File: src/rtl/sensor_code_ctrl_if.sv
// Pin-side bundle for sensor_code_ctrl: raw sensor/mode in, debounced value,
// converted code, seven-segment digit, motor enable and change pulse out.
interface sensor_code_ctrl_if #(
  parameter int WIDTH = 3
);
  logic [WIDTH-1:0] sensor;
  logic [1:0]       mode;
  logic [WIDTH-1:0] sensor_q;
  logic [WIDTH:0]   code_out;
  logic [6:0]       seg7;
  logic             motor;
  logic             changed;

  modport master (
    output sensor, mode,
    input  sensor_q, code_out, seg7, motor, changed
  );

  modport slave (
    input  sensor, mode,
    output sensor_q, code_out, seg7, motor, changed
  );
endinterface

File: src/rtl/sensor_code_ctrl.sv
// Sensor synchroniser/debouncer, binary/Gray/excess-3 converter, hex seven-segment
// driver and hysteresis motor FSM with cooldown. Macro SEG7_ACTIVE_LOW_EN inverts seg7.
module sensor_code_ctrl #(
  parameter int WIDTH           = 3,
  parameter int DEBOUNCE_CYCLES = 4,
  parameter int ON_TH           = 6,
  parameter int OFF_TH          = 2,
  parameter int MIN_OFF         = 8
) (
  input logic               clk,
  input logic               rst_n,
  sensor_code_ctrl_if.slave bus
);

  localparam int CNT_W  = $clog2(DEBOUNCE_CYCLES + 1);
  localparam int COOL_W = (MIN_OFF > 1) ? $clog2(MIN_OFF) : 1;

  localparam logic [CNT_W-1:0]  DEB_MAX   = CNT_W'(DEBOUNCE_CYCLES);
  localparam logic [CNT_W-1:0]  DEB_HIT   = CNT_W'(DEBOUNCE_CYCLES - 1);
  localparam logic [COOL_W-1:0] COOL_LOAD = COOL_W'(MIN_OFF - 1);
  localparam logic [WIDTH-1:0]  ON_TH_W   = WIDTH'(ON_TH);
  localparam logic [WIDTH-1:0]  OFF_TH_W  = WIDTH'(OFF_TH);

  typedef enum logic [1:0] {
    IDLE = 2'd0,
    RUN  = 2'd1,
    COOL = 2'd2
  } state_t;

  logic [WIDTH-1:0]  sync1_reg;
  logic [WIDTH-1:0]  sync2_reg;
  logic [WIDTH-1:0]  s_prev_reg;
  logic [CNT_W-1:0]  stable_cnt_reg;
  logic [WIDTH-1:0]  sensor_q_reg;
  logic              changed_reg;
  logic [WIDTH:0]    code_out_reg;
  logic [WIDTH:0]    code_next;
  state_t            state_reg;
  logic [COOL_W-1:0] cool_cnt_reg;
  logic              motor_reg;
  logic              accept;
  logic [3:0]        nibble;
  logic [6:0]        seg_hi;

  // Accept only a value that has been held steady long enough and actually differs.
  assign accept = (stable_cnt_reg == DEB_HIT) && (sync2_reg == s_prev_reg) &&
                  (sync2_reg != sensor_q_reg);

  always_ff @(posedge clk or negedge rst_n) begin
    if (!rst_n) begin
      sync1_reg      <= '0;
      sync2_reg      <= '0;
      s_prev_reg     <= '0;
      stable_cnt_reg <= '0;
      sensor_q_reg   <= '0;
      changed_reg    <= 1'b0;
    end else begin
      sync1_reg   <= bus.sensor;
      sync2_reg   <= sync1_reg;
      s_prev_reg  <= sync2_reg;
      changed_reg <= accept;
      if (sync2_reg != s_prev_reg) begin
        stable_cnt_reg <= '0;
      end else if (stable_cnt_reg != DEB_MAX) begin
        stable_cnt_reg <= stable_cnt_reg + 1'b1;
      end
      if (accept) begin
        sensor_q_reg <= sync2_reg;
      end
    end
  end

  always_comb begin
    code_next = {1'b0, sensor_q_reg};
    case (bus.mode)
      2'd1:    code_next = {1'b0, sensor_q_reg ^ (sensor_q_reg >> 1)};
      2'd2:    code_next = {1'b0, sensor_q_reg} + (WIDTH+1)'(3);
      default: code_next = {1'b0, sensor_q_reg};
    endcase
  end

  always_ff @(posedge clk or negedge rst_n) begin
    if (!rst_n) begin
      code_out_reg <= '0;
    end else begin
      code_out_reg <= code_next;
    end
  end

  // Narrow codes are zero-padded up to a full hex nibble.
  genvar gi;
  generate
    for (gi = 0; gi < 4; gi++) begin : g_nibble
      if (gi < WIDTH + 1) begin : g_bit
        assign nibble[gi] = code_out_reg[gi];
      end else begin : g_pad
        assign nibble[gi] = 1'b0;
      end
    end
  endgenerate

  always_comb begin
    seg_hi = 7'b0111111;
    case (nibble)
      4'h0: seg_hi = 7'b0111111;
      4'h1: seg_hi = 7'b0000110;
      4'h2: seg_hi = 7'b1011011;
      4'h3: seg_hi = 7'b1001111;
      4'h4: seg_hi = 7'b1100110;
      4'h5: seg_hi = 7'b1101101;
      4'h6: seg_hi = 7'b1111101;
      4'h7: seg_hi = 7'b0000111;
      4'h8: seg_hi = 7'b1111111;
      4'h9: seg_hi = 7'b1101111;
      4'hA: seg_hi = 7'b1110111;
      4'hB: seg_hi = 7'b1111100;
      4'hC: seg_hi = 7'b0111001;
      4'hD: seg_hi = 7'b1011110;
      4'hE: seg_hi = 7'b1111001;
      default: seg_hi = 7'b1110001;
    endcase
  end

  // Hysteresis FSM; high readings during cooldown wait for the re-check in IDLE.
  always_ff @(posedge clk or negedge rst_n) begin
    if (!rst_n) begin
      state_reg    <= IDLE;
      cool_cnt_reg <= '0;
      motor_reg    <= 1'b0;
    end else begin
      case (state_reg)
        IDLE: begin
          if (sensor_q_reg >= ON_TH_W) begin
            state_reg <= RUN;
            motor_reg <= 1'b1;
          end
        end
        RUN: begin
          if (sensor_q_reg <= OFF_TH_W) begin
            state_reg    <= COOL;
            cool_cnt_reg <= COOL_LOAD;
            motor_reg    <= 1'b0;
          end
        end
        COOL: begin
          motor_reg <= 1'b0;
          if (cool_cnt_reg == '0) begin
            state_reg <= IDLE;
          end else begin
            cool_cnt_reg <= cool_cnt_reg - 1'b1;
          end
        end
        default: begin
          state_reg <= IDLE;
          motor_reg <= 1'b0;
        end
      endcase
    end
  end

  assign bus.sensor_q = sensor_q_reg;
  assign bus.code_out = code_out_reg;
  assign bus.motor    = motor_reg;
  assign bus.changed  = changed_reg;

`ifdef SEG7_ACTIVE_LOW_EN
  assign bus.seg7 = ~seg_hi;
`else
  assign bus.seg7 = seg_hi;
`endif

endmodule

File: src/flat_wrapper.sv
// flat-port wrapper written by rule: the top's interface ports become plain ports
module sensor_code_ctrl_flat 
#(
  parameter int WIDTH           = 3,
  parameter int DEBOUNCE_CYCLES = 4,
  parameter int ON_TH           = 6,
  parameter int OFF_TH          = 2,
  parameter int MIN_OFF         = 8
)
  (clk, rst_n, bus_sensor, bus_mode, bus_sensor_q, bus_code_out, bus_seg7, bus_motor, bus_changed);
  sensor_code_ctrl_if #(.WIDTH(WIDTH)) bus_i ();
  input logic clk;
  input logic rst_n;
  input wire logic [$bits(bus_i.sensor)-1:0] bus_sensor;
  input wire logic [$bits(bus_i.mode)-1:0] bus_mode;
  output wire logic [$bits(bus_i.sensor_q)-1:0] bus_sensor_q;
  output wire logic [$bits(bus_i.code_out)-1:0] bus_code_out;
  output wire logic [$bits(bus_i.seg7)-1:0] bus_seg7;
  output wire logic [$bits(bus_i.motor)-1:0] bus_motor;
  output wire logic [$bits(bus_i.changed)-1:0] bus_changed;
  assign bus_i.sensor = bus_sensor;
  assign bus_i.mode = bus_mode;
  assign bus_sensor_q = bus_i.sensor_q;
  assign bus_code_out = bus_i.code_out;
  assign bus_seg7 = bus_i.seg7;
  assign bus_motor = bus_i.motor;
  assign bus_changed = bus_i.changed;
  sensor_code_ctrl #(.WIDTH(WIDTH), .DEBOUNCE_CYCLES(DEBOUNCE_CYCLES), .ON_TH(ON_TH), .OFF_TH(OFF_TH), .MIN_OFF(MIN_OFF)) u_core (.clk(clk), .rst_n(rst_n), .bus(bus_i));
endmodule
File: config.mk
export PLATFORM = sky130hd
export DESIGN_NAME = sensor_code_ctrl_flat
export DESIGN_NICKNAME = d
export VERILOG_FILES = /design/src/rtl/sensor_code_ctrl_if.sv /design/src/rtl/sensor_code_ctrl.sv /design/src/flat_wrapper.sv
export SDC_FILE = /design/constraint.sdc
export NUM_CORES = 1
export LEC_CHECK = 0
export CORE_UTILIZATION = 30
export CTS_BUF_LIST = sky130_fd_sc_hd__clkbuf_8 sky130_fd_sc_hd__clkbuf_16
export DETAILED_ROUTE_END_ITERATION = 8
export PLACE_DENSITY = 0.54
export RECOVER_POWER = 25
export SLEW_MARGIN = 20
export SYNTH_ARGS = -nofsm -noshare
export SYNTH_HDL_FRONTEND = slang
export SYNTH_SLANG_ARGS = --single-unit
File: constraint.sdc
create_clock -name clk -period 3.4 [get_ports clk]
set_clock_uncertainty 0.2 [all_clocks]
set_input_delay 0.34 -clock clk [delete_from_list [all_inputs] [get_ports clk]]
set_output_delay 0.34 -clock clk [all_outputs]
set_load 0.02 [all_outputs]
; ---- Word level (Yosys, flattened, before mapping)
; Memory sizes are Yosys's and may differ from the RTL's.
; Cells that the tools add are included.
[classes]
addsub = 3
div_mod_pow = 0
eq_ne = 13
shifts = 0
multipliers = 0
reduce_logical = 9
bitwise = 1
n_lt_le_gt_ge = 2
mux = 13
[op_table]
columns = op, count
row1 = $mux W3, 4
row2 = $pmux W4 S2, 1
row3 = $mux W2, 3
row4 = $ne A2 B1 Y1 const B, 3
row5 = $ne A3 B3 Y1, 2
row6 = $pmux W2 S3, 1
row7 = $pmux W3 S2, 1
row8 = $reduce_and A3 Y1, 2
row9 = $add A3 B2 Y4 const B, 1
row10 = $eq A2 B1 Y1 const B, 2
row11 = $eq A2 B2 Y1 const B, 2
row12 = $reduce_bool A2 Y1, 2
row13 = $add A3 B1 Y3 const B, 1
row14 = $eq A3 B2 Y1 const B, 1
row15 = $eq A3 B3 Y1, 1
row16 = $ge A3 B3 Y1 const B, 1
row17 = $le A3 B2 Y1 const B, 1
row18 = $logic_not A3 Y1, 1
row19 = $ne A3 B3 Y1 const B, 1
row20 = $sub A3 B1 Y3 const B, 1
row21 = $xor A3 B2 Y3, 1
row22 = $logic_and A1 B1 Y1, 2
row23 = $logic_not A2 Y1, 1
row24 = $mux W1, 2
row25 = 3 further kinds, 3
[word_totals]
ram_bits = 0
input_bits = 7
output_inout_bits = 16
latch_bits = 0
wordCells = 52
mem_count = 1
reg_bits = 26
romBits = 112
[memory_table]
columns = memory, depth, width, read_ports, rd_ports_with_merged_regs, wr, line_no
row1 = (name not given), 16, 7, 1, 0, 0, sensor_code_ctrl.sv:104  ; case (nibble)

; ---- Longest topological paths before layout
[logic_depth]
ltp_word = 3
ltp_mapped = 6
ltp_nobuf = 6

; ---- Least setup slack after synthesis
; OpenSTA, ideal clock, no wires.
[synth_timing]
kind = reg-to-output
startpoint = register u_core.code_out_reg[0] (netlist: u_core.bus.code_out[0])
endpoint = output bus_seg7[3]
required_ps = 2860
stages_incl_launch_ff = 6
n_path_buf = 0
arrival_time_ps = 1538
setup_slack_ps = 1322
path_cell_list = dfrtp_1 > inv_1 > ha_1 > inv_1 > mux4_2 > inv_1
[synth_via]
elab_chain_cells = 1
[synth_rtl]
columns = item, line_no
row1 = from (decl), sensor_code_ctrl.sv:36  ; logic [WIDTH:0] code_out_reg;
row2 = from (signal assigned), sensor_code_ctrl.sv:86  ; code_out_reg <= code_next;
row3 = $mem_v2 Z16 W7, --
row4 = to (decl), flat_wrapper.sv:18  ; output wire logic [$bits(bus_i.seg7)-1:0] bus_seg7;
; No other way between the ends.

; ---- Worst setup path in the final report
; Ends and elaborated chain as after synthesis.

==> flow_summary.ini <==
[timing]
setup_viol = 0
min_period_over_period_pct = 82.5
relSlewSlack_pct = 10.4
setup-tns-final_ns = 0
worst_pin_slew_ns = 1.34
drv_slew = 0
final.setup.worst_slack_ns = 0.594
clock.fmax_ghz = 0.356
finalHoldViolations = 0
period_needed_ns = 2.81
rsz0062_at_grt = no

[floorplan]
die_h_um = 71.5
core_mm2 = 0.00450
start_util_pct = 32.2
io_pins = 23
rows = 24
die_area_mm2 = 0.00512
die_w_um = 71.5

[grt]
grt_overflow = 0
grt_usage_pct = 11.1
grt_pass1_wl_um = 4590
grt_start_max_net_pins = 27
antenna_found_initial = 0
grt_pass1_vias = 1113

[yosys]
synth_area_leaders = dfrtp_1, ha_1, inv_1, xnor2_1, a21oi_1
synth_edf_count = 0
synthFlopType = dfrtp_1
avgSynthCellArea_um2 = 10.4
ys_seq_elements = 26
syn_area_mm2 = 0.00145
synth_top_area_share_pct = 44.9
ys_seq_area_share_pct = 44.9
synth_nets = 166
netlist_top_cells_count = dfrtp_1, inv_1, ha_1
synth_top_area_cell = dfrtp_1
synth_warnings = 0
ys_async_sr_fraction_pct = 100
yosysMostFrequentCell = dfrtp_1
syn_inst = 140
yosysUniqueCellTypes = 31

[clock_tree]
clock_latency_ns = 0.27
cts_max_level = 1
clock-sinks = 26
post-cts-setup-buffer-count = 0
cts_inserted_buffers = 3
cts_resized = 0
cts_tree = done
postCtsHoldBufs = 0
path_clk_slew_ns = 0.09
cts-root-buf = clkbuf_8
clockBufferDepth = 2

[placement]
dp_hpwl_um = 2010
pre_cts_slack_ns = 0.881
io_buffers = 22
gp_congestion = 0.814

[finish]
final_nets = 191
syn2layout_area_growth_pct = 23.7
num-fill-cells = 447
largest_reg_flops = 4
drive_gt1_share_pct = 4.88
antenna_cells = 0

[detailed_routing]
dr.pass1.iters = 4
drt_iter0_drc = 21
vias = 1056
viasPerCell = 4.89
antenna_left = 0
drc = 0
totalWireLength_um = 2540
drt-wirelength-per-cell_um = 11.8

[pwr]
peakVddDrop_mv = 0.200
p_total_w = 0.000698
p_leak_nw = 0.782
cellPowerDensity_mw_per_mm2 = 389

[setup_path]
cp_max_fo = 5
arrival_ns = 2.27
worst_setup_path_end_kind = output pin
timing_worst_setup_path_type = reg2out
required_ns = 2.86
crit_path_start_kind = register

[run]
maxCapViolCount = 0

[run_status]
run_status = completed

[min_path]
min_path_type = reg2reg
-- final timing paths --
| kind | cells after the start | start | to | slack [ns] |
|---|---|---|---|---|
| max | 6 | u_core.bus.code_out[0] | bus_seg7[3] | 0.59 |
| min | 0 | u_core.sync1_reg[0] | u_core.sync2_reg[0] | 0.16 |
| max reg2reg | 5 | u_core.bus.sensor_q[0] | u_core.cool_cnt_reg[0] | 1.68 |
| min reg2reg | 0 | u_core.sync1_reg[0] | u_core.sync2_reg[0] | 0.16 |
| max in group asynchronous | 2 | rst_n | u_core.bus.code_out[0] | 1.52 |
| min in group asynchronous | 2 | rst_n | u_core.sync1_reg[2] | 0.69 |
-- report_power, final --
part,leakage [nW],internal [W],switching [W],total [W]
sequential,0.339,0.000319,0.0000106,0.000330
clock,0.0357,0.000157,0.0000976,0.000255
combinational,0.407,0.0000543,0.0000593,0.000114
total,0.782,0.000531,0.000168,0.000698
-- area by class of cell --
cell class / instances / area (um^2) / area share, %
Clock buffer: 3 / 41.3 / 2.30
Clock inverter: 1 / 30.0 / 1.67
Inverter: 21 / 78.8 / 4.39
Multi-Input combinational cell: 90 / 704 / 39.3
Sequential cell: 26 / 651 / 36.3
Tap cell: 52 / 65.1 / 3.63
Timing Repair Buffer: 23 / 224 / 12.5
-- logic make-up (layout without fill, tap and decap cells) --
logic type / Yosys count / after routing / share of synthesized area [%]
adders and majority gates: 19 / 19 / 16.4
buffers and inverters: 24 / 48 / 6.56
and+or+nand+nor: 30 / 30 / 10.9
muxes: 5 / 5 / 4.57
DFF: 26 / 26 / 44.9
xor gates and xnor gates: 7 / 7 / 4.23
AOI/OAI and AO/OA: 29 / 29 / 12.5
-- through the flow --
| step | std cells | util, % | area, um^2 | hold slack (ns) |
|---|---|---|---|---|
| 2_1_floorplan | 140 | - | 1450 | -0.156 |
| 3_3_place_gp | 212 | 38.3 | 1730 | 0.132 |
| 3_5_place_dp | 212 | 38.3 | 1730 | 0.135 |
| 4_1_cts | 216 | 39.9 | 1800 | 0.157 |
| 5_1_grt | 216 | 39.8 | 1790 | 0.174 |
| 6_report | 216 | 39.8 | 1790 | 0.156 |
-- cells in the final DEF, fill, tap and decap left out, types with 3 or more instances in the layout --
cell type,netlist,layout
clkdlybuf4s50_1,0,18
mux2_2,3,3
a21oi_1,10,10
nor3_1,4,4
ha_1,19,19
nand2_1,6,6
nor2_1,6,6
dlygate4sd3_1,0,4
nand3_1,3,3
nor2b_1,4,4
o21ai_0,7,7
clkbuf_8,0,3
dfrtp_1,26,26
inv_1,21,21
xnor2_1,7,7
-- routing by layer --
metal,vias up,wire (um),global-route usage [%],share of wire (%)
met5,-,0,0,0
met4,0,19,4.79,0.75
met3,2,116,2.25,4.6
met2,29,1310,20.1,52
met1,501,1100,12.7,43
li1,524,-,-,-
-- worst max-delay path: stages, from the launching register on --
cell	delay [ns]
dfrtp_1	0.44
inv_1	0.12
ha_1	0.29
inv_1	0.04
mux4_2	0.45
inv_1	0.06
clkdlybuf4s50_1	0.59
No activity file was read; power rests on OpenSTA's default activity.
